--- src/rtl/spi_cmd_ctrl.sv ---
// SPI command decoder: turns opcode/address/data bytes from an SPI slave into
// single register read/write handshakes and streams read data back out.
module spi_cmd_ctrl #(
  parameter int TIMEOUT    = 255,
  parameter int DATA_BYTES = 4
) (
  input  logic        clk,
  input  logic        reset_n,
  input  logic        cs_active,
  input  logic        rx_valid,
  input  logic [7:0]  rx_byte,
  output logic [7:0]  tx_byte,
  output logic        tx_load,
  output logic        reg_req,
  output logic        reg_we,
  output logic [7:0]  reg_addr,
  output logic [31:0] reg_wdata,
  input  logic        reg_ack,
  input  logic [31:0] reg_rdata,
  output logic        busy,
  output logic        err
);

  typedef enum logic [2:0] {IDLE, OPC, ADDR, WDATA, WREQ, RREQ, RDATA, ERR} state_t;

  state_t      state;
  logic        cs_q;
  logic        abort;    // frame ended while a handshake was outstanding
  logic        ovr;      // master clocked a byte before read data was ready
  logic [2:0]  bcnt;
  logic [7:0]  tcnt;
  logic [31:0] rdata_q;

  assign busy = (state != IDLE) || reg_req;

  always_ff @(posedge clk or negedge reset_n) begin
    if (!reset_n) begin
      state     <= IDLE;
      cs_q      <= 1'b0;
      abort     <= 1'b0;
      ovr       <= 1'b0;
      bcnt      <= '0;
      tcnt      <= '0;
      rdata_q   <= '0;
      tx_byte   <= '0;
      tx_load   <= 1'b0;
      reg_req   <= 1'b0;
      reg_we    <= 1'b0;
      reg_addr  <= '0;
      reg_wdata <= '0;
      err       <= 1'b0;
    end else begin
      tx_load <= 1'b0;
      cs_q    <= cs_active;
      case (state)
        IDLE: if (cs_active && !cs_q) begin
          state   <= OPC;
          err     <= 1'b0;
          tx_byte <= {err, busy, 6'b010101};
          tx_load <= 1'b1;
          abort   <= 1'b0;
          ovr     <= 1'b0;
        end
        OPC: if (!cs_active) state <= IDLE;
          else if (rx_valid) begin
            if (rx_byte == 8'h01 || rx_byte == 8'h02) begin
              reg_we <= (rx_byte == 8'h01);
              state  <= ADDR;
            end else if (rx_byte == 8'h00) begin
              tx_byte <= {err, busy, 6'b010101};
              tx_load <= 1'b1;
            end else begin
              err   <= 1'b1;
              state <= ERR;
            end
          end
        ADDR: if (!cs_active) state <= IDLE;
          else if (rx_valid) begin
            reg_addr <= rx_byte;
            bcnt     <= '0;
            if (reg_we) state <= WDATA;
            else begin
              state   <= RREQ;
              reg_req <= 1'b1;
              tcnt    <= '0;
            end
          end
        WDATA: if (!cs_active) state <= IDLE;
          else if (rx_valid) begin
            reg_wdata <= {reg_wdata[23:0], rx_byte};
            bcnt      <= bcnt + 3'd1;
            if (bcnt == 3'(DATA_BYTES - 1)) begin
              state   <= WREQ;
              reg_req <= 1'b1;
              tcnt    <= '0;
            end
          end
        WREQ, RREQ: begin
          if (reg_req && reg_ack) begin
            reg_req <= 1'b0;
            if (abort || !cs_active) state <= IDLE;
            else if (state == WREQ) state <= OPC;
            else if (ovr || rx_valid) begin
              err   <= 1'b1;
              state <= ERR;
            end else begin
              rdata_q <= reg_rdata << 8;
              tx_byte <= reg_rdata[31:24];
              tx_load <= 1'b1;
              bcnt    <= '0;
              state   <= RDATA;
            end
          end else if (tcnt == 8'(TIMEOUT - 1)) begin
            reg_req <= 1'b0;
            err     <= 1'b1;
            state   <= (abort || !cs_active) ? IDLE : ERR;
          end else begin
            tcnt <= tcnt + 8'd1;
            if (!cs_active) abort <= 1'b1;
            if (state == RREQ && rx_valid && cs_active) ovr <= 1'b1;
          end
        end
        RDATA: if (!cs_active) state <= IDLE;
          else if (rx_valid) begin
            if (bcnt == 3'(DATA_BYTES - 1)) state <= OPC;
            else begin
              tx_byte <= rdata_q[31:24];
              rdata_q <= rdata_q << 8;
              tx_load <= 1'b1;
              bcnt    <= bcnt + 3'd1;
            end
          end
        ERR: if (!cs_active) state <= IDLE;
          else if (rx_valid) begin
            tx_byte <= 8'hEE;
            tx_load <= 1'b1;
          end
        default: state <= IDLE;
      endcase
    end
  end

endmodule

--- config.mk ---
export PLATFORM = sky130hd
export DESIGN_NAME = spi_cmd_ctrl
export DESIGN_NICKNAME = d
export VERILOG_FILES = /design/src/rtl/spi_cmd_ctrl.sv
export SDC_FILE = /design/constraint.sdc
export NUM_CORES = 1
export LEC_CHECK = 0
export ABC_AREA = 1
export CORE_AREA = 2 2 99 101
export CTS_CLUSTER_DIAMETER = 80
export DETAILED_ROUTE_END_ITERATION = 12
export DIE_AREA = 0 0 101 103
export PLACE_DENSITY = 0.78
export SKIP_LAST_GASP = 1
export SYNTH_ARGS = -nofsm -noshare
export SYNTH_HDL_FRONTEND = slang
export SYNTH_SLANG_ARGS = --single-unit
--- constraint.sdc ---
create_clock -name clk -period 2.5 [get_ports clk]
set_input_delay 0.625 -clock clk [delete_from_list [all_inputs] [get_ports clk]]
set_output_delay 0.625 -clock clk [all_outputs]
set_load 0.005 [all_outputs]
==> results of run 1 <==
==> path summary, 6_finish.rpt <==
path                                         from                   endpoint  slack [ps]  cells past startpoint
min                                       reset_n  reg_wdata[24]$_DFFE_PN0P_          30                      1
max reg2reg                  state[0]$_DFFE_PN0P_    rdata_q[17]$_DFFE_PN0P_         730                      9
max                          state[1]$_DFFE_PN0P_                       busy          70                      5
min in group clk           rdata_q[8]$_DFFE_PN0P_     rdata_q[8]$_DFFE_PN0P_         500                      2
max in group asynchronous                 reset_n    rdata_q[18]$_DFFE_PN0P_        1870                      2
min reg2reg                rdata_q[8]$_DFFE_PN0P_     rdata_q[8]$_DFFE_PN0P_         500                      2
==> cell families after synthesis <==
family                     Yosys count  share of synthesized area (%)
muxes                                8                          1.966
AOI/OAI and AO/OA                  103                          12.70
adders and majority gates            4                          1.092
and+or+nand+nor                    271                          24.58
xor gates and xnor gates             6                          1.147
buffers and inverters               81                          7.728
DFF                                 93                          50.79
==> metrics by stage <==
stage	area, µm²	hold slack, ps	utilization (%)
after floorplan	4582	329.4	-
after global placement	5678	438.0	60.03
after detailed placement	5678	438.2	60.03
after CTS	5913	22.21	62.51
after global routing	5916	32.49	62.54
final	5916	34.86	62.54
==> layer usage <==
metal  routed length, µm  GRT usage (%)  vias to the layer above  part of all wire (%)
met3                 547          4.407                       19                   5.3
met2                4776          32.72                      121                    46
met4                 234          8.836                        0                   2.3
met1                4796          28.34                     1875                    46
li1                    -              -                     1988                     -
met5                   0              0                        -                     0
==> report_power, final <==
part           leakage [µW]  switching (µW)  internal, µW  total [µW]
clock network      0.000120             540           619        1160
logic               0.00172            1280          1260        2550
registers           0.00115             347          2100        2440
total               0.00299            2170          3980        6150
==> Yosys cell counts <==
library cell,number
nand2_1,170
dfrtp_1,93
nor2_1,57
inv_1,56
o21ai_0,55
nand3_1,28
a21oi_1,23
a21oi_2,15
buf_2,8
mux2_2,8
clkbuf_1,7
o21ai_1,6
buf_6,5
xor2_1,5
ha_1,4
inv_2,4
nand3b_1,3
o211ai_1,3
nand2_4,2
nor2_2,2
nor3_1,2
inv_4,1
nand2_2,1
nand3b_4,1
nand4_1,1
nor2_4,1
nor3_2,1
nor4_1,1
o21bai_1,1
or2_1,1
xnor2_1,1
==> layout make-up <==
cell class	instances	share of cell area [%]
sequential	93	39.36
multi-input combinational	392	32.21
timing repair buffer	106	18.15
inverter	61	3.913
clock buffer	11	2.559
tap	114	2.411
clock inverter	5	1.396
==> flip-flops by register name, indices dropped and copies added, names as in the netlist <==
name	count
abort	1
bcnt	3
cs_q	1
err	1
ovr	1
rdata_q	24
reg_addr	8
reg_req	1
reg_wdata	32
reg_we	1
state	3
tcnt	8
tx_byte	8
tx_load	1
==> what timing repair did <==
action | CTS | global route
setup endpoints to repair | 1 | 1
pin swaps | 0 | 0
gates resized for setup | 1 | 2
buffers inserted | 0 | 0
==> results.yml, run 1 <==
outcome:
  status: "finished clean"
yosys:
  ys_warn_count: 0
  synth_top_area_share_pct: 50.79
  seq_area_frac_synth_pct: 50.79
  yosysTopAreaCell: "dfrtp_1"
  synth_area_per_cell_um2: 8.095
  synthTopCellsByArea: "dfrtp_1 (51%), nand2_1 (14%), o21ai_0 (6.0%)"
  syn_area_um2: 4582
  synthDistinctLibCells: 31
  syn-num-nets: 615
  synthCells: 566
  ys_ff_latch: 93
routing:
  drt_iter0_drc: 224
  wl_per_cell_um: 13.24
  drtAntennaViolNets: 0
  drc_errors: 0
  dr_total_vias: 4003
  drt_wl_total_um: 10350
  first_pass_iters: 5
  viasPerCell: 5.119
cells_and_area:
  area.growth.synth_to_final_pct: 29.11
  final_cell_mix: "nand2_1 (168), clkdlybuf4s50_1 (96), dfrtp_1 (92)"
  fin_cells: 782
  layout_commonest_cell: "nand2_1"
  final_nets: 712
  seq_area_um2: 2328
  diodes: 0
  drive_gt1_share_pct: 9.880
  multi_input_area_um2: 1906
  fillers: 827
placement:
  place_hpwl_um: 7725
  dpl_worst_slack_ps: 55.36
  dp_cells: 766
  port_buffers: 97
  gp_congestion: 0.9020
worst_setup_path:
  crit_chain: "nor2_1, nand2_2, inv_1, nand2_1, clkdlybuf4s50_1"
  cp-start-kind: "flop"
  worst_setup_path_end_kind: "output pin"
  crit_family: "buffers and inverters"
  cp.arrival_ps: 1810
  worstPathMaxFanout: 7
  cp_num_buf_inv: 2
  slowest_delay_ps: 480
  path_class: "reg2out"
  cp_slowest_cell: "dfrtp_2"
  critPathRequiredTime_ps: 1880
sta:
  fin_skew_ps: 10.46
  period_share_pct: 97.37
  relSlewSlack_pct: 70.32
  final-hold-violation-count: 0
  max_freq_ghz: 0.4108
  finalSetupViolCount: 0
  tightest_slew_ps: 440.6
  min_period_ps: 2434
  fin_ws_ps: 65.65
  rsz0062_at_grt: "no"
  finalSetupTns_ps: 0
  slew_viol_final: 0
cts:
  clkSinkCount: 93
  htree_levels: 3
  tritoncts: "built"
  hold_buffers: 0
  cts_buffer_depth: 2
  cts_buffers: 9
  insertion_delay_ps: 380
  clk_pin_slew_ps: 90
  cts-root-buf: "clkbuf_8"
power_and_ir_drop:
  peakVddDrop_v: 0.0004479
  power_density_nw_per_um2: 1040
  leakagePower_uw: 0.002989
  power.total_uw: 6150
grt:
  antenna_found_initial: 0
  track_usage_pct: 20.86
  grt_pass1_wl_um: 17090
  grt_pass1_vias: 3771
  grt_overflow: 0
  grt_max_degree: 59
worst_hold_path:
  min_path_type: "in2async"
die:
  die_h_um: 103
  ioPinCount: 98
  die_w_um: 101
  core_area_um2: 9459
  dieArea_um2: 10400
  rows: 36
  start_util_pct: 48.44
job:
  drv_cap: 0
No activity file was read; power rests on OpenSTA's default activity.
==> run 2: changes to the inputs <==
Settings changed: ABC_AREA 1 to default, CORE_AREA 2 2 99 101 to 2 2 89 108, DIE_AREA 0 0 101 103 to 0 0 91 110, PLACE_DENSITY 0.78 to 0.77.
==> run 2 against run 1 <==
Cell count shrank 18%. Sequential power about the same. Clock power rose by 8%. Register-to-register slack worse by 390 ps. Clock-buffer cell count down 1. Highest routed layer unchanged. Total power decreased by 2.1%. Setup slack worse by 27 ps. Critical path depth down 3. Largest power group is now registers.
==> results.yml, run 2 <==
outcome:
  status: "finished clean"
cts:
  tritoncts: "built"
  cts-root-buf: "clkbuf_8"
  cts_buffers: 9
  clkSinkCount: 93
  htree_levels: 3
  cts_buffer_depth: 2
  cts_setup_buffers: 0
  insertion_delay_ps: 370
  clk_pin_slew_ps: 90
cells_and_area:
  top_regs: "reg_wdata: 32 flops, rdata_q: 24 flops"
  fin_cells: 639
  area.growth.synth_to_final_pct: 35.77
  multi_input_area_um2: 1866
  diodes: 0
  seq_area_um2: 2327
  fillers: 739
  largest-register: "reg_wdata"
  design_area_um2: 5889
  layout_commonest_cell: "clkdlybuf4s50_1"
  largest_reg_flops: 32
  fin_util_pct: 65.89
  drive_gt1_share_pct: 20.04
  final_nets: 563
  final_cell_mix: "clkdlybuf4s50_1 (96), dfrtp_1 (93), mux2_2 (49)"
yosys:
  synthCells: 398
  synthDistinctLibCells: 47
  ys_warn_count: 0
  syn-num-nets: 447
  yosysTopAreaCell: "dfrtp_1"
  ys_ff_latch: 93
  synthArstFlopShare_pct: 100.0
  synth_top_area_share_pct: 53.65
  ys.flop_type: "dfrtp_1"
  synth_area_per_cell_um2: 10.90
  seq_area_frac_synth_pct: 53.65
  syn_area_um2: 4338
  synthTopCellsByArea: "dfrtp_1 (54%), mux2_2 (13%), a21oi_1 (3.8%)"
  synth_common_cells: "dfrtp_1 (93), mux2_2 (49), nor2_1 (36), a21oi_1 (33), o21ai_0 (28)"
  synth-edff-count: 0
  synth.most_common_cell: "dfrtp_1"
grt:
  grt_pass1_vias: 3389
  grt_pass1_wl_um: 16460
  antenna_found_initial: 0
  grt_overflow: 0
  track_usage_pct: 20.83
  grt_max_degree: 56
die:
  rows: 38
  die_w_um: 91
  die_h_um: 110
  ioPinCount: 98
  core_area_um2: 8939
  start_util_pct: 48.53
  dieArea_um2: 10010
worst_setup_path:
  worst_setup_path_end_kind: "output pin"
  cp-start-kind: "flop"
  critPathRequiredTime_ps: 1880
  path_class: "reg2out"
  cp_num_buf_inv: 1
  slowest_delay_ps: 580
  cp_slowest_cell: "or4_4"
  rrSetupSlack_ps: 340
  crit_chain: "or4_4, clkdlybuf4s50_1"
  crit_family: "simple AND/OR/NAND/NOR gates"
  worstPathMaxFanout: 4
  cp.arrival_ps: 1840
power_and_ir_drop:
  combPwrFrac_pct: 38.5
  leakagePower_uw: 0.002620
  p_int_uw: 4099
  power.switching_uw: 1923
  p_sw_share_pct: 31.93
  power.total_uw: 6022
  clockPowerShare_pct: 20.7
  power_density_nw_per_um2: 1022
  pwr-share-seq_pct: 40.7
  peakVddDrop_v: 0.0005270
routing:
  dr_total_vias: 3417
  wl_met3_um: 337
  first_pass_iters: 4
  wl_met2_um: 5282
  top_layer_used: "met4"
  viasPerCell: 5.347
  wl_per_cell_um: 15.86
  drt_wl_total_um: 10130
  drc_errors: 0
  drt-met1-wl_um: 4208
  drt_iter0_drc: 150
  drtAntennaViolNets: 0
sta:
  min_period_ps: 2462
  finalSetupViolCount: 0
  tightest_slew_ps: 496.9
  period_share_pct: 98.47
  slew_viol_final: 0
  relSlewSlack_pct: 66.52
  max_freq_ghz: 0.4062
  fin_skew_ps: 6.898
  final-hold-violation-count: 0
  fin_ws_ps: 38.25
  rsz0062_at_grt: "no"
worst_hold_path:
  min_path_type: "in2async"
placement:
  port_buffers: 97
  dpl_worst_slack_ps: -321.5
  dp_cells: 623
  dpl_cell_area_um2: 5630
  place_hpwl_um: 7461
  gp_congestion: 0.8876
job:
  drv_cap: 0
## run 2: cell types whose count changed after synthesis, sizes merged, moves of 7 or more
cell	delta
nand2	-157
nor2	-24
o21ai	-32
nand3	-13
inv	-43
mux2	+41
buf	-7
mux2i	+12
clkbuf	+8
nor2b	+9
nand2b	+7
## run 2: per-layer routing
metal | up-vias | GRT usage (%)
li1 | 1645 | -
met1 | 1686 | 25.19
met2 | 65 | 35.87
met3 | 21 | 4.419
met4 | 0 | 9.957
met5 | - | 0
## run 2: power groups by stage
| stage | combinational [µW] | sequential [µW] | clock [µW] |
|---|---|---|---|
| 2_1_floorplan | 1190 | 2410 | 0 |
| 3_3_place_gp | 2260 | 2450 | 0 |
| 3_5_place_dp | 2320 | 2480 | 0 |
| 4_1_cts | 2340 | 2460 | 1280 |
| 5_1_grt | 2550 | 2530 | 1350 |
| 6_report | 2320 | 2450 | 1250 |
## run 2: kinds of logic (layout without fill, tap and decap cells)
group,after synthesis,count (layout),share of synthesized area [%]
mux,61,61,15.49
fa+ha+maj,4,4,1.154
flops,93,93,53.65
buf+inv,39,160,3.490
simple gates,105,105,12.46
xor+xnor,2,2,0.4039
compound gates,94,94,13.35
## run 2: what timing repair did
item                       in CTS  in global routing
cloned                          0                  0
hold buffers                    0                  0
gates resized for setup         1                  0
setup endpoints to repair       1                  1
pin swaps                       0                  1
## run 2: cell type report
class	instances	area share [%]
timing repair buffer	126	20.78
tap	120	2.549
sequential	93	39.52
inverter	18	1.147
clock buffer	10	2.337
clock inverter	6	1.997
multi-input combinational	266	31.68
## run 2: worst paths after layout
kind | from | to | cells after the start
worst min-delay path | reset_n | tx_byte[7]$_DFFE_PN0P_ | 1
worst min register to register | reg_wdata[31]$_DFFE_PN0P_ | reg_wdata[31]$_DFFE_PN0P_ | 1
min in group clk | reg_wdata[31]$_DFFE_PN0P_ | reg_wdata[31]$_DFFE_PN0P_ | 1
max in group asynchronous | reset_n | rdata_q[11]$_DFFE_PN0P_ | 2
worst max register to register | state[2]$_DFFE_PN0P_ | tx_byte[4]$_DFFE_PN0P_ | 6
worst max-delay path | state[2]$_DFFE_PN0P_ | busy | 2
## run 2: through the flow
step           setup TNS (ps)  hold WS (ps)
2_1_floorplan               0         329.4
3_3_place_gp            -2376         488.2
3_5_place_dp            -4243         492.6
4_1_cts                     0         103.6
5_1_grt                     0         108.2
6_report                    0         115.3
